File: src/rtl/ysyx_23060072_if_stage.sv
`default_nettype none
// ============================================================================
// Module   : ysyx_23060072_if_stage
// Purpose  : rv32e instruction fetch with a single-outstanding req/gnt/rvalid
//            bus, redirect handling and the IF/ID pipeline register.
// Revision : 1.0 - initial release
// ============================================================================
module ysyx_23060072_if_stage #(
  parameter logic [31:0] RESET_PC  = 32'h8000_0000,
  parameter logic [31:0] NOP_INSTR = 32'h0000_0013
) (
  input  logic        clk,
  input  logic        rst,
  input  logic        jump_flag_i,
  input  logic [31:0] jump_addr_i,
  input  logic        if_hold_flag_i,
  input  logic        clean_flag_i,
  input  logic        timer_interrupt_i,
  output logic        ifu_req_o,
  output logic [31:0] ifu_addr_o,
  input  logic        ifu_gnt_i,
  input  logic        ifu_rvalid_i,
  input  logic [31:0] ifu_rdata_i,
  output logic [31:0] instr_rdata_o,
  output logic [31:0] pc_o,
  output logic        instr_valid_o,
  output logic        timer_interrupt_o,
  output logic        if_busy_o
);

  typedef enum logic [1:0] {
    S_IDLE = 2'd0,
    S_REQ  = 2'd1,
    S_RESP = 2'd2,
    S_FULL = 2'd3
  } state_t;

  state_t      r_state, w_state_nxt;
  logic [31:0] r_fetch_pc, w_fetch_pc_nxt;
  logic        r_discard, w_discard_nxt;
  logic        r_pend, w_pend_nxt;
  logic [31:0] r_pend_addr, w_pend_addr_nxt;
  logic [31:0] r_buf_instr, r_buf_pc;
  logic        w_buf_load;
  logic        w_deliver;
  logic [31:0] w_del_instr, w_del_pc;
  logic [31:0] w_jump_tgt, w_pc_inc;

  logic [31:0] r_instr, r_pc;
  logic        r_valid, r_tirq;

  assign w_jump_tgt = jump_addr_i & 32'hFFFF_FFFC;
  assign w_pc_inc   = r_fetch_pc + 32'd4;

  always_comb begin
    w_state_nxt     = r_state;
    w_fetch_pc_nxt  = r_fetch_pc;
    w_discard_nxt   = r_discard;
    w_pend_nxt      = r_pend;
    w_pend_addr_nxt = r_pend_addr;
    w_buf_load      = 1'b0;
    w_deliver       = 1'b0;
    w_del_instr     = r_buf_instr;
    w_del_pc        = r_buf_pc;
    case (r_state)
      S_IDLE: begin
        w_state_nxt = S_REQ;
        if (jump_flag_i) w_fetch_pc_nxt = w_jump_tgt;
      end
      S_REQ: begin
        if (ifu_gnt_i) begin
          w_state_nxt = S_RESP;
          w_pend_nxt  = 1'b0;
          // The granted request belongs to the old path once any redirect is seen
          if (jump_flag_i) begin
            w_discard_nxt  = 1'b1;
            w_fetch_pc_nxt = w_jump_tgt;
          end else if (r_pend) begin
            w_discard_nxt  = 1'b1;
            w_fetch_pc_nxt = r_pend_addr;
          end
        end else if (jump_flag_i) begin
          w_pend_nxt      = 1'b1;
          w_pend_addr_nxt = w_jump_tgt;
        end
      end
      S_RESP: begin
        if (jump_flag_i) begin
          w_fetch_pc_nxt = w_jump_tgt;
          if (ifu_rvalid_i) begin
            w_discard_nxt = 1'b0;
            w_state_nxt   = S_REQ;
          end else begin
            w_discard_nxt = 1'b1;
          end
        end else if (ifu_rvalid_i) begin
          if (r_discard) begin
            w_discard_nxt = 1'b0;
            w_state_nxt   = S_REQ;
          end else if (!if_hold_flag_i) begin
            w_deliver      = 1'b1;
            w_del_instr    = ifu_rdata_i;
            w_del_pc       = r_fetch_pc;
            w_fetch_pc_nxt = w_pc_inc;
            w_state_nxt    = S_REQ;
          end else begin
            w_buf_load  = 1'b1;
            w_state_nxt = S_FULL;
          end
        end
      end
      S_FULL: begin
        if (jump_flag_i) begin
          w_fetch_pc_nxt = w_jump_tgt;
          w_state_nxt    = S_REQ;
        end else if (!if_hold_flag_i) begin
          w_deliver      = 1'b1;
          w_fetch_pc_nxt = w_pc_inc;
          w_state_nxt    = S_REQ;
        end
      end
      default: w_state_nxt = S_IDLE;
    endcase
  end

  always_ff @(posedge clk) begin
    if (rst) begin
      r_state     <= S_IDLE;
      r_fetch_pc  <= RESET_PC;
      r_discard   <= 1'b0;
      r_pend      <= 1'b0;
      r_pend_addr <= 32'd0;
      r_buf_instr <= 32'd0;
      r_buf_pc    <= 32'd0;
    end else begin
      r_state     <= w_state_nxt;
      r_fetch_pc  <= w_fetch_pc_nxt;
      r_discard   <= w_discard_nxt;
      r_pend      <= w_pend_nxt;
      r_pend_addr <= w_pend_addr_nxt;
      if (w_buf_load) begin
        r_buf_instr <= ifu_rdata_i;
        r_buf_pc    <= r_fetch_pc;
      end
    end
  end

  // IF/ID register: a bubble never carries the timer interrupt
  always_ff @(posedge clk) begin
    if (rst) begin
      r_instr <= NOP_INSTR;
      r_pc    <= 32'd0;
      r_valid <= 1'b0;
      r_tirq  <= 1'b0;
    end else if (clean_flag_i) begin
      r_instr <= NOP_INSTR;
      r_valid <= 1'b0;
      r_tirq  <= 1'b0;
    end else if (!if_hold_flag_i) begin
      if (w_deliver) begin
        r_instr <= w_del_instr;
        r_pc    <= w_del_pc;
        r_valid <= 1'b1;
        r_tirq  <= timer_interrupt_i;
      end else begin
        r_instr <= NOP_INSTR;
        r_valid <= 1'b0;
        r_tirq  <= 1'b0;
      end
    end
  end

  assign ifu_req_o         = (r_state == S_REQ);
  assign ifu_addr_o        = r_fetch_pc & 32'hFFFF_FFFC;
  assign instr_rdata_o     = r_instr;
  assign pc_o              = r_pc;
  assign instr_valid_o     = r_valid;
  assign timer_interrupt_o = r_tirq;
  assign if_busy_o         = (r_state != S_FULL);

endmodule
`default_nettype wire

File: config.mk
export PLATFORM = sky130hd
export DESIGN_NAME = ysyx_23060072_if_stage
export DESIGN_NICKNAME = d
export VERILOG_FILES = /design/src/rtl/ysyx_23060072_if_stage.sv
export SDC_FILE = /design/constraint.sdc
export NUM_CORES = 1
export LEC_CHECK = 0
export ABC_AREA = 1
export CORE_MARGIN = 5
export CORE_UTILIZATION = 40
export CTS_CLUSTER_SIZE = 30
export DETAILED_ROUTE_END_ITERATION = 8
export PLACE_DENSITY = 0.66
export SYNTH_ARGS = -nofsm -noshare
export SYNTH_HDL_FRONTEND = slang
export SYNTH_SLANG_ARGS = --single-unit
export TNS_END_PERCENT = 5
File: constraint.sdc
create_clock -name clk -period 2 [get_ports clk]
set_input_delay 0.5 -clock clk [delete_from_list [all_inputs] [get_ports clk]]
set_output_delay 0.5 -clock clk [all_outputs]
set_load 0.01 [all_outputs]
# After elaboration in Yosys (flattened, before gate mapping)
# Cells that the tools add are included.
dict set report op_classes {
  mul 0
  addsub 1
  bitwise 3
  shifts 0
  n_reduce_logical 10
  n_mux 50
  eq_ne 11
  n_div 0
  order_cmp 0
}
# op count
set op_table {}
lappend op_table {{$mux 32} 18}
lappend op_table {{$pmux 32 s4} 1}
lappend op_table {{$add 32x3->32 const B} 1}
lappend op_table {{$mux 1} 20}
lappend op_table {{$mux 2} 8}
lappend op_table {{$ne 3x3->1 const B} 3}
lappend op_table {{$reduce_and 3->1} 3}
lappend op_table {{$pmux 2 s4} 1}
lappend op_table {{$ne 2x2->1 const B} 3}
lappend op_table {{$reduce_and 5->1} 1}
lappend op_table {{$eq 2x2->1 const B} 2}
lappend op_table {{$pmux 1 s2} 2}
lappend op_table {{$reduce_and 4->1} 1}
lappend op_table {{$reduce_bool 2->1} 2}
lappend op_table {{$ne 3x2->1 const B} 1}
lappend op_table {{$not 1->1} 3}
lappend op_table {{$eq 2x1->1 const B} 1}
lappend op_table {{$logic_not 2->1} 1}
lappend op_table {{$ne 2x1->1 const B} 1}
lappend op_table {{$reduce_and 2->1} 1}
lappend op_table {{$reduce_or 2->1} 1}
dict set report word_totals {
  ramBits 0
  romBits 0
  mem_count 0
  ff_bits 196
  latchBits 0
  output_inout_bits 100
  input_bits 72
  wordCells 86
}

# Longest topological paths before layout
# Gate-level depths: netlist (run 1).
dict set report depth {
  depth_word 6
  ltp_mapped 14
}

# Least setup slack after synthesis (run 1)
# OpenSTA, ideal clock, no wires.
dict set report synth_timing {
  path_type {register -> register}
  startpoint {reg r_state[0]}
  endpoint {reg r_fetch_pc[6]}
  stages_incl_launch_ff 10
  slack_ps 148
  path_buffers 1
  t_required_ps 1877
  arrival_time_ps 1729
  setup_ps 123
  path_cell_list {dfxtp_1 inv_1 ha_1 nor2_2 inv_2 o21ai_2 nand2_1 clkbuf_1 a22oi_1 a21oi_1}
}
dict set report synth_via {
  elab_chain_len 3
  word_cells_on_any_way 11
}
# element line_no
set synth_rtl {}
lappend synth_rtl {{from (decl)} 38} ;# state_t r_state, w_state_nxt;
lappend synth_rtl {{from (signal assigned)} 136} ;# r_state <= w_state_nxt;
lappend synth_rtl {{$eq 2x2->1 (tied with other cells)} 65} ;# case (r_state)
lappend synth_rtl {{$ne 3x3->1 (no line) (tied with other cells)} n/a}
lappend synth_rtl {{$reduce_and 5->1 (no line)} n/a}
lappend synth_rtl {{to (signal assigned)} 137} ;# r_fetch_pc <= w_fetch_pc_nxt;
lappend synth_rtl {{to (decl)} 39} ;# logic [31:0] r_fetch_pc, w_fetch_pc_nxt;
# Several ways; a longest one is shown, not always the timed one.
# A chain may end at the register's enable or synchronous reset.

# Worst setup path after layout (run 1)
dict set report layout_timing {
  startpoint {reg r_fetch_pc[16]}
  endpoint {out ifu_addr_o[16]}
}
# element line_no
set layout_rtl {}
lappend layout_rtl {{to (decl)} 20} ;# output logic [31:0] ifu_addr_o,
# No word-level cell between the ends.

==> flow_metrics.env, run 1 <==
export IMPL_die_area_um2=26850
export IMPL_fillCellCount=2241
export IMPL_portBuffers=165
export IMPL_arrival_ps=1470
export IMPL_synthTopCellsByArea="dfxtp_1 (40%), nand2_1 (12%), a211oi_2 (7.9%), nor2_1 (7.2%), a21oi_1 (6.9%)"
export IMPL_path_clk_slew_ps=70
export IMPL_grt_start_max_net_pins=84
export IMPL_overflow=0
export IMPL_h_tree_depth=4
export IMPL_syn_to_final_growth_pct=33.15
export IMPL_synthCells=1344
export IMPL_p_leak_nw=4.633
export IMPL_slew_viol_final=0
export IMPL_nets=1603
export IMPL_vias_per_cell=5.004
export IMPL_synth_most_common_cell="nand2_1"
export IMPL_cts_tree="done"
export IMPL_postCtsHoldBufs=0
export IMPL_yosysWarnings=0
export IMPL_cap_viol_max_count=0
export IMPL_wl_per_cell_um=15.23
export IMPL_coreArea_um2=23400
export IMPL_fp_row_count=56
export IMPL_die_y_um=163.9
export IMPL_crit_path_start_kind="register"
export IMPL_dr_pass1_iters=6
export IMPL_yosysSeqAreaShare=0.4016
export IMPL_antenna_found_initial=0
export IMPL_n_antenna_cell=0
export IMPL_hp_class="input port to register"
export IMPL_whs_ps=351.1
export IMPL_finalHoldViolCount=0
export IMPL_placed_cell_area_um2=11910
export IMPL_netlist_area_um2=9470
export IMPL_design_area_um2=12610
export IMPL_ant_nets=0
export IMPL_clockBufferDepth=2
export IMPL_ys_flop_type="dfxtp_1"
export IMPL_start_util=0.4047
export IMPL_finalCritPeriodShare=0.9849
export IMPL_cts_buffers=17
export IMPL_track_usage=0.2082
export IMPL_rsz0062_at_grt="yes"
export IMPL_routed_wl_um=28270
export IMPL_irDropWorstVdd_mv=0.4814
export IMPL_finalSetupViolations=0
export IMPL_yosysTopAreaCell="dfxtp_1"
export IMPL_yosys_top_cells_count="nand2_1 (302), dfxtp_1 (190), nor2_1 (182)"
export IMPL_async_reset_ff_frac=0
export IMPL_synth_edf_count=0
export IMPL_grt_pass1_wl_um=45160
export IMPL_synth_top_area_share=0.4016
export IMPL_syn_avg_cell_area_um2=7.046
export IMPL_clk_latency_ps=430
export IMPL_remaining_drc_errors=0
export IMPL_die_x_um=163.9
export IMPL_clkSinkCount=190
export IMPL_synth_cell_types=39
export IMPL_busiest_layer="met2"
export IMPL_crit_fanout=5
export IMPL_cp_end_kind="output pin"
export IMPL_ys_seq_elements=190
export IMPL_fmax_mhz=507.6
export IMPL_min_period_ps=1970
export IMPL_use_met1=0.2977
export IMPL_run_status="complete, no violations"
export IMPL_root_buffer="clkbuf_16"
export IMPL_crit_required_ps=1500
export IMPL_dp_hpwl_um=20450
export IMPL_worstSetupPathType="register to output pin"
export IMPL_clock_skew_ps=8.448
export IMPL_drt_initial_drc_count=716
export IMPL_power_density_nw_per_um2=917.9
export IMPL_grt_pass1_vias=8690
export IMPL_layout_drive_gt1_share=0.1444
export IMPL_use_met2=0.3191
export IMPL_grt_met3_usage=0.03338
export IMPL_io_pins=172
export IMPL_routabilityCongestion=0.9050
export IMPL_vias=9287
[metrics by stage]
step	TNS (ps)	power, mW	setup WS, ps	util	instances
global route	-8.720	12.15	-5.937	0.5388	1856
CTS	-43.33	11.56	-43.33	0.5361	1854
floorplan	0	6.287	148.5	-	1347
detailed placement	-23400	8.101	-270.2	0.5090	1822
finish	0	11.57	30.11	0.5388	1856
global placement	-22540	8.050	-247.3	0.5090	1822
[power breakdown]
| part | internal [mW] | switching [mW] | leakage [nW] |
|---|---|---|---|
| sequential | 4.13 | 0.360 | 1.55 |
| combinational | 1.55 | 2.09 | 2.80 |
| clock | 1.80 | 1.65 | 0.292 |
| total | 7.48 | 4.09 | 4.63 |
[timing repair]
| item | in CTS | in global routing |
|---|---|---|
| pin swaps | 1 | 2 |
| endpoints found under the setup margin | 51 | 59 |
| setup buffers | 0 | 2 |
| resized for setup | 29 | 16 |
[flip-flops by register name, indices dropped and copies added, names as in the netlist, 2 cells and up]
name	flops
instr_rdata_o	32
pc_o	30
r_fetch_pc	30
r_buf_instr	32
r_buf_pc	30
r_pend_addr	30
r_state	2
[logic make-up (layout without fill, tap and decap cells)]
group | after synthesis | after routing | share of synthesized area
DFF | 190 | 190 | 0.4016
other | 1 | 4 | 0.0003960
and+or+nand+nor | 573 | 573 | 0.2446
xor gates and xnor gates | 1 | 1 | 0.0009250
AOI/OAI and AO/OA | 355 | 355 | 0.2492
adders and majority gates | 7 | 7 | 0.009248
buffers and inverters | 217 | 407 | 0.09407
[worst paths after layout]
check                                     start              end  slack (ps)  cells past startpoint
worst max-delay path             r_fetch_pc[16]   ifu_addr_o[16]          30                      2
worst min-delay path                        rst          pc_o[6]         350                      2
worst max register to register    r_fetch_pc[3]   r_fetch_pc[24]         100                     14
worst min register to register  r_buf_instr[18]  r_buf_instr[18]         450                      2
[cell type report]
cell class / count / area, um^2 / area share
Multi-Input combinational cell: 940 / 4852 / 0.3848
Clock buffer: 18 / 429.2 / 0.03403
Timing Repair Buffer: 245 / 2436 / 0.1932
Clock inverter: 14 / 175.2 / 0.01389
Inverter: 130 / 490.5 / 0.03890
Tap cell: 319 / 399.1 / 0.03165
Sequential cell: 190 / 3827 / 0.3035
[layer usage]
metal	wire, um	part of all wire
met1	13220	0.47
met5	0	0
met2	12790	0.45
met4	607	0.021
met3	1650	0.058
[critical path, stage by stage, from the launching register on]
cell and delay, ps:
dfxtp_2 370, buf_4 140, clkdlybuf4s50_1 530
[cell usage in the layout, fill, tap and decap left out, types with 2 or more instances in the layout]
master and instances:
a211oi_1 36, a211oi_2 60, a21oi_1 131, a31oi_1 3
buf_12 15, buf_4 66, clkbuf_16 17, clkdlybuf4s50_1 151
clkinv_4 2, clkinv_8 3, conb_1 4, dfxtp_1 173
dfxtp_2 16, dlygate4sd2_1 9, dlymetal6s2s_1 4, ha_1 3
ha_4 3, inv_1 117, inv_2 11, inv_6 3
inv_8 4, nand2_1 301, nand2_2 5, nand3_1 60
nand3b_1 3, nand4_1 8, nor2_1 182, nor2_2 4
nor2_4 5, nor3_1 2, o2111ai_1 2, o211ai_1 2
o21ai_0 105, o21ai_1 4, o22ai_1 6
Note: power is estimated with default switching activity, not from simulation.
==> run 2: changes to the inputs <==
Settings changed: HOLD_SLACK_MARGIN from default to 0.12.
==> results of run 2 <==
No change in the layout: final DEF, timing and power equal those of run 1.
